### src/rtl/periph_bus_arbiter_pkg.sv
// Shared types for the board-peripheral bus: word/bit types, reset word and
// the arbiter/sequencer FSM state encoding.
package periph_bus_arbiter_pkg;

  typedef logic        Bit_t;
  typedef logic [31:0] Word_t;

  localparam Word_t ZERO_WORD = 32'h0000_0000;

  typedef enum logic [1:0] {
    IDLE  = 2'd0,
    ISSUE = 2'd1,
    WAIT  = 2'd2,
    DONE  = 2'd3
  } periph_arb_state_t;

endpackage

### src/rtl/periph_bus_arbiter_rr_arb2.sv
// Two-way round-robin grant, combinational. On contention the master not
// granted last wins; the caller owns last_grant and decides when it moves.
module periph_rr_arb2 (
  input  logic [1:0] req,
  input  logic       last_grant,
  output logic [1:0] gnt,
  output logic       gnt_idx
);

  always_comb begin
    gnt_idx = 1'b0;
    case (req)
      2'b10:   gnt_idx = 1'b1;
      2'b11:   gnt_idx = ~last_grant;
      default: gnt_idx = 1'b0;
    endcase
  end

  assign gnt = (req == 2'b00) ? 2'b00 : (gnt_idx ? 2'b10 : 2'b01);

endmodule

### src/rtl/periph_bus_arbiter.sv
// Two-master round-robin arbiter/sequencer for the peripheral bus: one strobe per
// grant, ack 2+READ_LATENCY cycles after grant, masters hold req until ack.
module periph_bus_arbiter
  import periph_bus_arbiter_pkg::*;
#(
  parameter int READ_LATENCY = 1
) (
  input  logic  clk,
  input  logic  rst,
  input  logic  m0_req,
  input  logic  m1_req,
  input  logic  m0_we,
  input  logic  m1_we,
  input  Word_t m0_addr,
  input  Word_t m1_addr,
  input  Word_t m0_wdata,
  input  Word_t m1_wdata,
  output Word_t m0_rdata,
  output Word_t m1_rdata,
  output logic  m0_ack,
  output logic  m1_ack,
  output logic  read_op,
  output logic  write_op,
  output Word_t bus_addr,
  output Word_t bus_data_write,
  input  Word_t bus_data_read,
  output logic  busy
);

  periph_arb_state_t state;
  Bit_t              last_grant;
  Bit_t              gnt_idx_q;
  Bit_t              we_q;
  logic [2:0]        cnt;

  logic [1:0] arb_gnt;
  logic       arb_idx;

  periph_rr_arb2 u_arb (
    .req        ({m1_req, m0_req}),
    .last_grant (last_grant),
    .gnt        (arb_gnt),
    .gnt_idx    (arb_idx)
  );

  // Strobes decode straight from state so an asynchronous reset drops them at once.
  assign read_op  = (state == ISSUE) && !we_q;
  assign write_op = (state == ISSUE) &&  we_q;
  assign busy     = (state != IDLE);

  always_ff @(posedge clk or posedge rst) begin
    if (rst) begin
      state          <= IDLE;
      last_grant     <= 1'b1;
      gnt_idx_q      <= 1'b0;
      we_q           <= 1'b0;
      cnt            <= 3'd0;
      bus_addr       <= ZERO_WORD;
      bus_data_write <= ZERO_WORD;
      m0_rdata       <= ZERO_WORD;
      m1_rdata       <= ZERO_WORD;
      m0_ack         <= 1'b0;
      m1_ack         <= 1'b0;
    end else begin
      case (state)
        IDLE: begin
          if (arb_gnt != 2'b00) begin
            gnt_idx_q      <= arb_idx;
            last_grant     <= arb_idx;
            we_q           <= arb_gnt[1] ? m1_we    : m0_we;
            bus_addr       <= arb_gnt[1] ? m1_addr  : m0_addr;
            bus_data_write <= arb_gnt[1] ? m1_wdata : m0_wdata;
            state          <= ISSUE;
          end
        end
        ISSUE: begin
          cnt   <= READ_LATENCY[2:0];
          state <= WAIT;
        end
        WAIT: begin
          cnt <= cnt - 3'd1;
          if (cnt == 3'd1) begin
            // Slave data is valid exactly on the last wait cycle.
            if (!we_q) begin
              if (gnt_idx_q) m1_rdata <= bus_data_read;
              else           m0_rdata <= bus_data_read;
            end
            if (gnt_idx_q) m1_ack <= 1'b1;
            else           m0_ack <= 1'b1;
            state <= DONE;
          end
        end
        default: begin
          m0_ack <= 1'b0;
          m1_ack <= 1'b0;
          state  <= IDLE;
        end
      endcase
    end
  end

endmodule

### config.mk
export PLATFORM = sky130hd
export DESIGN_NAME = periph_bus_arbiter
export DESIGN_NICKNAME = d
export VERILOG_FILES = /design/src/rtl/periph_bus_arbiter_pkg.sv /design/src/rtl/periph_bus_arbiter_rr_arb2.sv /design/src/rtl/periph_bus_arbiter.sv
export SDC_FILE = /design/constraint.sdc
export NUM_CORES = 1
export LEC_CHECK = 0
export ABC_AREA = 1
export BUFFER_PORTS_ARGS = -buffer_cell sky130_fd_sc_hd__buf_4
export CORE_ASPECT_RATIO = 2
export CORE_MARGIN = 1.5
export CORE_UTILIZATION = 40
export DETAILED_ROUTE_END_ITERATION = 6
export PLACE_DENSITY = 0.67
export SLEW_MARGIN = 20
export SYNTH_ARGS = -nofsm -noshare
export SYNTH_HDL_FRONTEND = slang
export SYNTH_HIERARCHICAL = 1
export SYNTH_SLANG_ARGS = --single-unit
### constraint.sdc
create_clock -name clk -period 6.2 [get_ports clk]
set_clock_uncertainty 0.15 [all_clocks]
set_input_delay 0.62 -clock clk [delete_from_list [all_inputs] [get_ports clk]]
set_output_delay 0.62 -clock clk [all_outputs]
set_load 0.01 [all_outputs]
After elaboration in Yosys (flattened, before gate mapping)
Index checks and enable logic that the tools add are counted.
{"block": "op_classes", "add_sub_neg": 1, "multipliers": 0, "div_mod_pow": 0, "magnitude_cmp": 0, "eq_ne": 9, "shift": 0, "muxes": 16, "bitwise_logic": 4, "n_reduce_logical": 15}
{"op": "32-bit 2-to-1 mux", "n": 2}
{"op": "2-bit 2-to-1 mux", "n": 4}
{"op": "2-bit inequality test, second input constant", "n": 4}
{"op": "4-bit AND reduction", "n": 2}
{"op": "2-bit equality test, second input constant", "n": 3}
{"op": "1-bit one-hot mux with 2 select lines", "n": 3}
{"op": "2-bit one-hot mux with 3 select lines", "n": 1}
{"op": "3-bit one-hot mux with 2 select lines", "n": 1}
{"op": "3-bit AND reduction", "n": 2}
{"op": "2-bit nonzero test", "n": 3}
{"op": "1-bit 2-to-1 mux", "n": 5}
{"op": "2-bit zero test", "n": 2}
{"op": "1-bit NOT", "n": 4}
{"op": "2-bit AND reduction", "n": 2}
{"op": "3-bit by 1-bit equality test with 1-bit output, second input constant", "n": 1}
{"op": "3-bit by 1-bit subtractor with 3-bit output, second input constant", "n": 1}
{"op": "2-bit by 1-bit equality test with 1-bit output, second input constant", "n": 1}
{"op": "1-bit logical AND", "n": 2}
{"op": "2-bit OR reduction", "n": 1}
{"op": "1-bit zero test", "n": 1}
{"block": "word_totals", "register_bits": 138, "latch_bits": 0, "mem_bits_rw": 0, "romBits": 0, "input_bits": 166, "output_inout_bits": 133, "memories": 0}

Depth between registers and ports, before layout
Gate-level depths: netlist of run 1.
{"block": "logic_depth", "ltp_word": 7, "mapped_depth": 9, "depth_no_buf": 8}

By module
Netlist of run 1, hierarchy kept.
{"mod": "periph_bus_arbiter", "n_inst": 1, "cells_each": 835, "area_per_inst_um2": 6426.2, "seq_area_each_um2": 3454.6}
{"mod": "periph_rr_arb2", "n_inst": 1, "cells_each": 6, "area_per_inst_um2": 25.0, "seq_area_each_um2": 0.0}

Least setup slack after synthesis of run 1
OpenSTA, ideal clock, no wires.
{"block": "synth_timing", "path_type": "input port to flip-flop", "startpoint": "input port m1_req", "endpoint": "register bus_data_write[13]", "t_arrival_ns": 1.525, "slack_ns": 4.404, "path_stages": 7, "path_buffers": 2, "path_cell_list": "inv_1 > a21oi_1 > inv_2 > a21oi_4 > buf_4 > buf_2 > o21ai_1"}
{"block": "synth_between", "elab_chain_cells": 6, "word_cells_on_any_way": 9, "cone_classes": "eq/ne: 2; mux: 4; reduce/logical: 3"}
{"element": "start, declared", "line": "periph_bus_arbiter.sv:11", "rtl": "input logic m1_req,"}
{"element": "2-bit equality test", "line": "periph_bus_arbiter_rr_arb2.sv:12", "rtl": "case (req)"}
{"element": "1-bit one-hot mux with 2 select lines", "line": "periph_bus_arbiter_rr_arb2.sv:12"}
{"element": "2-bit 2-to-1 mux", "line": "periph_bus_arbiter_rr_arb2.sv:19", "rtl": "assign gnt = (req == 2'b00) ? 2'b00 : (gnt_idx ? 2'b10 : 2'b01);"}
{"element": "2-bit 2-to-1 mux *", "line": "periph_bus_arbiter_rr_arb2.sv:19"}
{"element": "net arb_gnt[1]", "line": "periph_bus_arbiter.sv:36", "rtl": "logic [1:0] arb_gnt;"}
{"element": "2-bit nonzero test", "line": "periph_bus_arbiter.sv:67", "rtl": "if (arb_gnt != 2'b00) begin"}
{"element": "2-bit AND reduction (no source line)"}
{"element": "end signal, assigned", "line": "periph_bus_arbiter.sv:72", "rtl": "bus_data_write <= arb_gnt[1] ? m1_wdata : m0_wdata;"}
{"element": "end, declared", "line": "periph_bus_arbiter.sv:25", "rtl": "output Word_t bus_data_write,"}
Mark *: on every way through the listed nets, which the timed path passes. The rest lies on a longest branch.
A chain may end at the register's enable or synchronous reset.

Worst setup path after layout of run 1
{"block": "layout_timing", "startpoint": "register last_grant", "endpoint": "register bus_data_write[24]"}
{"block": "layout_between", "elab_chain_cells": 6, "word_cells_on_any_way": 7, "cone_classes": "mux: 4; bitwise: 1; reduce/logical: 2"}
{"element": "start, declared", "line": "periph_bus_arbiter.sv:31", "rtl": "Bit_t last_grant;"}
{"element": "start signal, assigned", "line": "periph_bus_arbiter.sv:69", "rtl": "last_grant <= arb_idx;"}
{"element": "1-bit NOT *", "line": "periph_bus_arbiter_rr_arb2.sv:14", "rtl": "2'b11: gnt_idx = ~last_grant;"}
{"element": "1-bit one-hot mux with 2 select lines *", "line": "periph_bus_arbiter_rr_arb2.sv:12"}
{"element": "2-bit 2-to-1 mux * (2 in a row)", "line": "periph_bus_arbiter_rr_arb2.sv:19"}
{"element": "net arb_gnt[1]", "line": "periph_bus_arbiter.sv:36"}
{"element": "2-bit nonzero test", "line": "periph_bus_arbiter.sv:67"}
{"element": "2-bit AND reduction (no source line)"}
Marks and branches as above.

==> flow_summary.yaml, run 1 <==
run_status:
  status: "completed"
detailed_routing:
  post-route-drc-count: 0
  wl_mm: 18.6
  avgRoutedWirePerCell_um: 13.9
  via_per_inst: 4.60
  first_iter_violations: 220
  num_vias: 6119
  ant_nets: 0
  dr.pass1.iters: 5
final_layout:
  nFillCells: 1574
  mostFrequentLayoutCell: "nand2_1"
  area_growth_pct: 44.7
  drive_gt1_share_pct: 29.9
  nets: 1290
  final_cell_mix: "nand2_1, buf_4, dfrtp_1, inv_1, o21ai_0"
  diodes: 0
  design_area_sq_mm: 0.00934
placed_design:
  port_buffers: 298
  dpl-instance-area_sq_mm: 0.00878
  globalplace.congestion: 0.866
  dp.final_hpwl_mm: 13.6
worst_setup_path:
  cp-start-kind: "register"
  cp.depth: 6
  cp_data_required_time_ns: 6.29
  critPathCaptureType: "register"
  cp_max_fo: 124
  cp_num_buf_inv: 3
  crit_chain: "a21oi_4, buf_4, inv_2, a21oi_4, buf_4, o21ai_0"
  slowest_stage: "buf_4"
  ff2ff_path_depth: 6
  worstPathArrival_ns: 2.96
  max_stage_delay_ns: 0.84
  path_delay_family: "buffers and inverters"
  critPathKind: "register to register"
clock_tree:
  clock_path_buffers: 2
  cts.sinks: 138
  root_buffer: "clkbuf_16"
  holdBufCountCts: 0
  cts_inserted_buffers: 17
  h-tree-depth: 4
  cts_tree: "built"
  clk_latency_ns: 0.41
  cts_resized: 0
  post_cts_buffers: 0
  clkTransAtPathRegs_ns: 0.06
logic_synthesis:
  synth.largest_area_cell: "dfrtp_1"
  synth-seq-area-share_pct: 53.5
  yosysTopAreaCellShare_pct: 53.1
  yosysWarnings: 6
  syn-num-nets: 1013
  synth-edff-count: 0
  synthTopCellsByArea: "dfrtp_1, nand2_1, inv_1"
  synth_flop_cell: "dfrtp_1"
  synth.distinct_cells: 19
  netlist_area_sq_mm: 0.00645
  async_flop_share_pct: 100
  ys_ff_latch: 138
  syn_avg_cell_area_sq_um: 7.67
  syn_inst: 841
sta:
  slew-limit-headroom_pct: 29.9
  fmaxAchievable_mhz: 349
  finalSetupTns_ns: 0
  fin_crit_ns: 2.87
  hold_viol: 0
  slew_violations: 0
  post-route-period-util_pct: 46.2
  rsz0062_at_grt: "false"
  max_slew.worst_pin.slew_ns: 1.05
  setup_viol: 0
floorplanning:
  die_x_um: 92.8
  die_y_um: 183
  die-area_sq_mm: 0.0169
  rows: 65
  num_io_pins: 299
  initial_utilization_pct: 40.9
  core-area_sq_mm: 0.0158
job:
  maxCapViolations: 0
global_routing:
  gr-total-overflow: 0
  track_usage_pct: 22.6
  antenna_found_initial: 0
  grt_max_degree: 125
  grt_first_pass_wirelength_mm: 29.7
  first_global_vias: 5991
power_and_ir_drop:
  cellLeakagePower_nw: 5.27
  power.density_mw_per_mm2: 492
  ir_worst_vdd_mv: 0.243
hold_path:
  hold_class: "input pin to asynchronous set/reset pin"
-- cells in the mapped netlist (4+ instances only) --
library cell  instances
clkbuf_1             17
nor2_1                8
buf_4                 7
o21ai_0              53
ha_1                  6
inv_1               117
nand2_1             376
o21ai_1              50
buf_1                 4
nand4_1              32
dfrtp_1             137
buf_2                19
nand3_1               6
a21oi_1               4
-- routing by layer --
| layer | GRT usage [%] | wire (um) |
|---|---|---|
| met1 | 25.7 | 6990 |
| met2 | 40.0 | 10100 |
| met3 | 4.88 | 952 |
| met4 | 9.70 | 499 |
| met5 | 0 | 0 |
-- kinds of logic after synthesis --
family,Yosys count,synth area share (%)
flip-flops,138,53.5
AND/OR/NAND/NOR,424,26.4
adder cells (fa/ha/maj),6,1.16
AO/OA/AOI/OAI,108,8.55
buffers and inverters,165,10.4
-- flip-flops by register name (all words and copies together), names as in the netlist --
signal	count
bus_addr	32
bus_data_write	32
cnt	3
gnt_idx_q	1
last_grant	1
m0_ack	1
m0_rdata	32
m1_ack	1
m1_rdata	32
state	2
we_q	1
-- metrics by stage --
stage          hold WS [ns]  power (mW)  worst slack (ns)  utilization [%]  instances
2_1_floorplan         0.319        2.65              1.74                -        841
3_3_place_gp          0.304        3.63              3.07             55.7       1300
3_5_place_dp          0.309        3.67              2.96             55.7       1300
4_1_cts               0.149        4.66              3.29             59.2       1331
5_1_grt               0.156        4.95              3.03             59.2       1331
6_report              0.130        4.59              3.33             59.2       1331
-- power breakdown --
part,switching (mW),internal (mW),total [mW]
Combinational,1.13,0.899,2.03
Clock,0.360,0.598,0.958
Sequential,0.250,1.35,1.60
-- worst paths after layout --
check                                  start                  to  slack (ns)
hold / removal                           rst        m1_rdata[25]        0.13
setup reg to reg                  last_grant  bus_data_write[24]        3.33
setup / recovery                  last_grant  bus_data_write[24]        3.33
min in group clk           bus_data_read[10]        m1_rdata[10]        0.31
hold reg to reg                  m0_rdata[1]         m0_rdata[1]        0.32
max in group asynchronous                rst        bus_addr[30]        4.43
-- area by class of cell --
| type | count | area (sq um) | share of cell area (%) |
|---|---|---|---|
| multi-input combinational | 538 | 2340 | 25.0 |
| sequential | 138 | 3450 | 37.0 |
| tap | 201 | 251 | 2.69 |
| inverter | 118 | 448 | 4.80 |
| clock inverter | 8 | 96.3 | 1.03 |
| timing repair buffer | 305 | 2290 | 24.5 |
| clock buffer | 23 | 458 | 4.90 |
(Power assumes the default switching activity.)
==> run 2, diff against run 1 <==
- ABC_AREA: 1 -> 0
- PLACE_DENSITY: 0.67 -> 0.68
- clock period: 6.2 -> 2.8 ns (I/O delays scaled with it)
==> run 2 against run 1 <==
Non-clock buffer count grew 63. Critical endpoint is now bus_data_write[10]. Critical path type unchanged. Largest cell class unchanged. Via count shrank 19%. Utilization grew 6.2 points. Global-route usage shrank 0.93 points.
==> flow_summary.yaml, run 2 <==
run_status:
  status: "completed"
logic_synthesis:
  syn-num-nets: 644
  synth_adder_area_share_pct: 1.24
  synth-edff-count: 0
  netlist_area_sq_mm: 0.00604
  synth_most_common_cell: "dfrtp_1"
  syn_avg_cell_area_sq_um: 12.8
  synth-simple-area-share_pct: 5.59
  ys_top_cells_by_count: "dfrtp_1, nand2_1, mux2i_1"
  synth_compound_area_share_pct: 7.19
  yosysWarnings: 6
  synth-seq-area-share_pct: 57.2
  async_flop_share_pct: 100
  synth.distinct_cells: 33
  synth_top_family_by_area: "multiplexers"
  syn_inst: 472
  synthMuxAreaShare_pct: 24.9
  synth-xor-area-share_pct: 0
  synth.largest_area_cell: "dfrtp_1"
  synth_flop_cell: "dfrtp_1"
  synthTopCellsByArea: "dfrtp_1, mux2i_1, mux2_4"
  ys_ff_latch: 138
  yosysTopAreaCellShare_pct: 56.7
worst_setup_path:
  max_stage_delay_ns: 0.64
  cp_max_fo: 67
  ff2ff_path_depth: 5
  cp_data_required_time_ns: 2.93
  slowest_stage: "buf_6"
  critPathCaptureType: "register"
  critPathKind: "register to register"
  crit_chain: "a21boi_4, buf_6, mux2i_1, dlygate4sd3_1, o21ai_0"
  worstPathArrival_ns: 2.58
  cp-start-kind: "register"
final_layout:
  nFillCells: 1158
  nets: 1002
  final_cell_mix: "buf_4, dfrtp_1, nand2_1, mux2i_1, o21ai_0"
  area_growth_pct: 60.3
  drive_gt1_share_pct: 48.6
  mostFrequentLayoutCell: "buf_4"
  design_area_sq_mm: 0.00968
  postLayoutCoreUtil_pct: 65.3
global_routing:
  track_usage_pct: 21.7
  grt_first_pass_wirelength_mm: 26.9
  antenna_found_initial: 0
  first_global_vias: 5345
  gr-total-overflow: 0
  grt_max_degree: 81
sta:
  final.setup.worst_slack_ns: 0.356
  max_slew.worst_pin.slew_ns: 0.787
  setup_viol: 0
  rsz0062_at_grt: "false"
  post-route-period-util_pct: 87.3
  hold_viol: 0
  fin_crit_ns: 2.44
  slew-limit-headroom_pct: 47.5
  finalSetupTns_ns: 0
  fmaxAchievable_mhz: 409
  slew_violations: 0
hold_path:
  hold_class: "input pin to register"
  hold_path_depth: 3
detailed_routing:
  ant_nets: 0
  first_iter_violations: 106
  wl_mm: 16.9
  via_per_inst: 4.74
  post-route-drc-count: 0
  avgRoutedWirePerCell_um: 16.3
  num_vias: 4928
  dr.pass1.iters: 4
clock_tree:
  clkTransAtPathRegs_ns: 0.06
  clock_path_buffers: 2
  cts_tree: "built"
  cts.sinks: 138
  h-tree-depth: 4
  clk_latency_ns: 0.41
  root_buffer: "clkbuf_16"
  cts_inserted_buffers: 17
floorplanning:
  die_x_um: 89.9
  rows: 63
  die-area_sq_mm: 0.0159
  initial_utilization_pct: 40.8
  num_io_pins: 299
  die_y_um: 177
  core-area_sq_mm: 0.0148
placed_design:
  globalplace.congestion: 0.810
  dp.final_hpwl_mm: 12.2
  dpl-instance-area_sq_mm: 0.00843
  pre_cts_ws_ns: 0.421
  port_buffers: 298
power_and_ir_drop:
  ir_worst_vdd_mv: 0.519
  power.density_mw_per_mm2: 1080
  cellLeakagePower_nw: 4.84
job:
  maxCapViolations: 0
run 2: cell types whose count changed after synthesis, sizes merged, moves of 7 or more:
cell / delta
nand2: -306
inv: -109
mux2i: +67
mux2: +64
o21ai: -36
nand4: -32
clkbuf: -12
nor2: -8
nand3: -7
run 2: area by class of cell:
cell class                      count  area [sq um]  share of cell area (%)
Sequential cell                   138          3450                    35.7
Multi-Input combinational cell    296          2370                    24.5
Clock buffer                       20           457                    4.72
Inverter                            9          37.5                   0.388
Tap cell                          195           244                    2.52
Antenna cell                        1          2.50                  0.0258
Timing Repair Buffer              368          2980                    30.8
Clock inverter                     12           140                    1.45
run 2: cells by family after synthesis:
group,after synthesis
AOI/OAI and AO/OA,80
adders and majority gates,6
buffers and inverters,38
DFF,138
muxes,131
and+or+nand+nor,79
run 2: report_power, final:
group | switching [mW] | internal, mW
Clock | 0.863 | 1.37
Combinational | 2.08 | 2.55
Sequential | 0.590 | 3.01
run 2: worst paths after layout:
check | startpoint | slack (ns) | to
worst max-delay path | last_grant | 0.36 | bus_data_write[10]
worst min-delay path | m0_wdata[15] | 0.01 | bus_data_write[15]
worst max register to register | last_grant | 0.36 | bus_data_write[10]
worst min register to register | bus_data_write[7] | 0.33 | bus_data_write[7]
max in group asynchronous | rst | 1.37 | m0_rdata[27]
min in group asynchronous | rst | 0.37 | bus_data_write[14]
run 2: per-layer routing:
metal	track usage (%)	part of all wire (%)
met5	0	0
met4	9.13	2.4
met3	5.67	6.1
met2	40.3	55
met1	22.9	36
run 2: timing repair:
action | 4_1_cts | 5_1_grt
endpoints found under the hold margin | 103 | 0
setup endpoints to repair | 0 | 5
setup buffers | 0 | 0
gates resized for setup | 0 | 1
hold buffers | 62 | 0
run 2: critical path: cells and delay by family, from the launching register on:
kind                   cells  cell delay (ns)
flip-flops                 1             0.39
AO/OA/AOI/OAI              2             0.27
buffers and inverters      2             1.22
multiplexers               1             0.26
run 2: stage by stage:
stage               hold WS, ns  power (mW)  cells
floorplan                 0.278        5.99    472
global placement          0.225        7.99    943
detailed placement        0.233        8.15    943
CTS                    0.000817        10.5   1037
global route             0.0117        11.1   1038
finish                   0.0134        10.5   1039
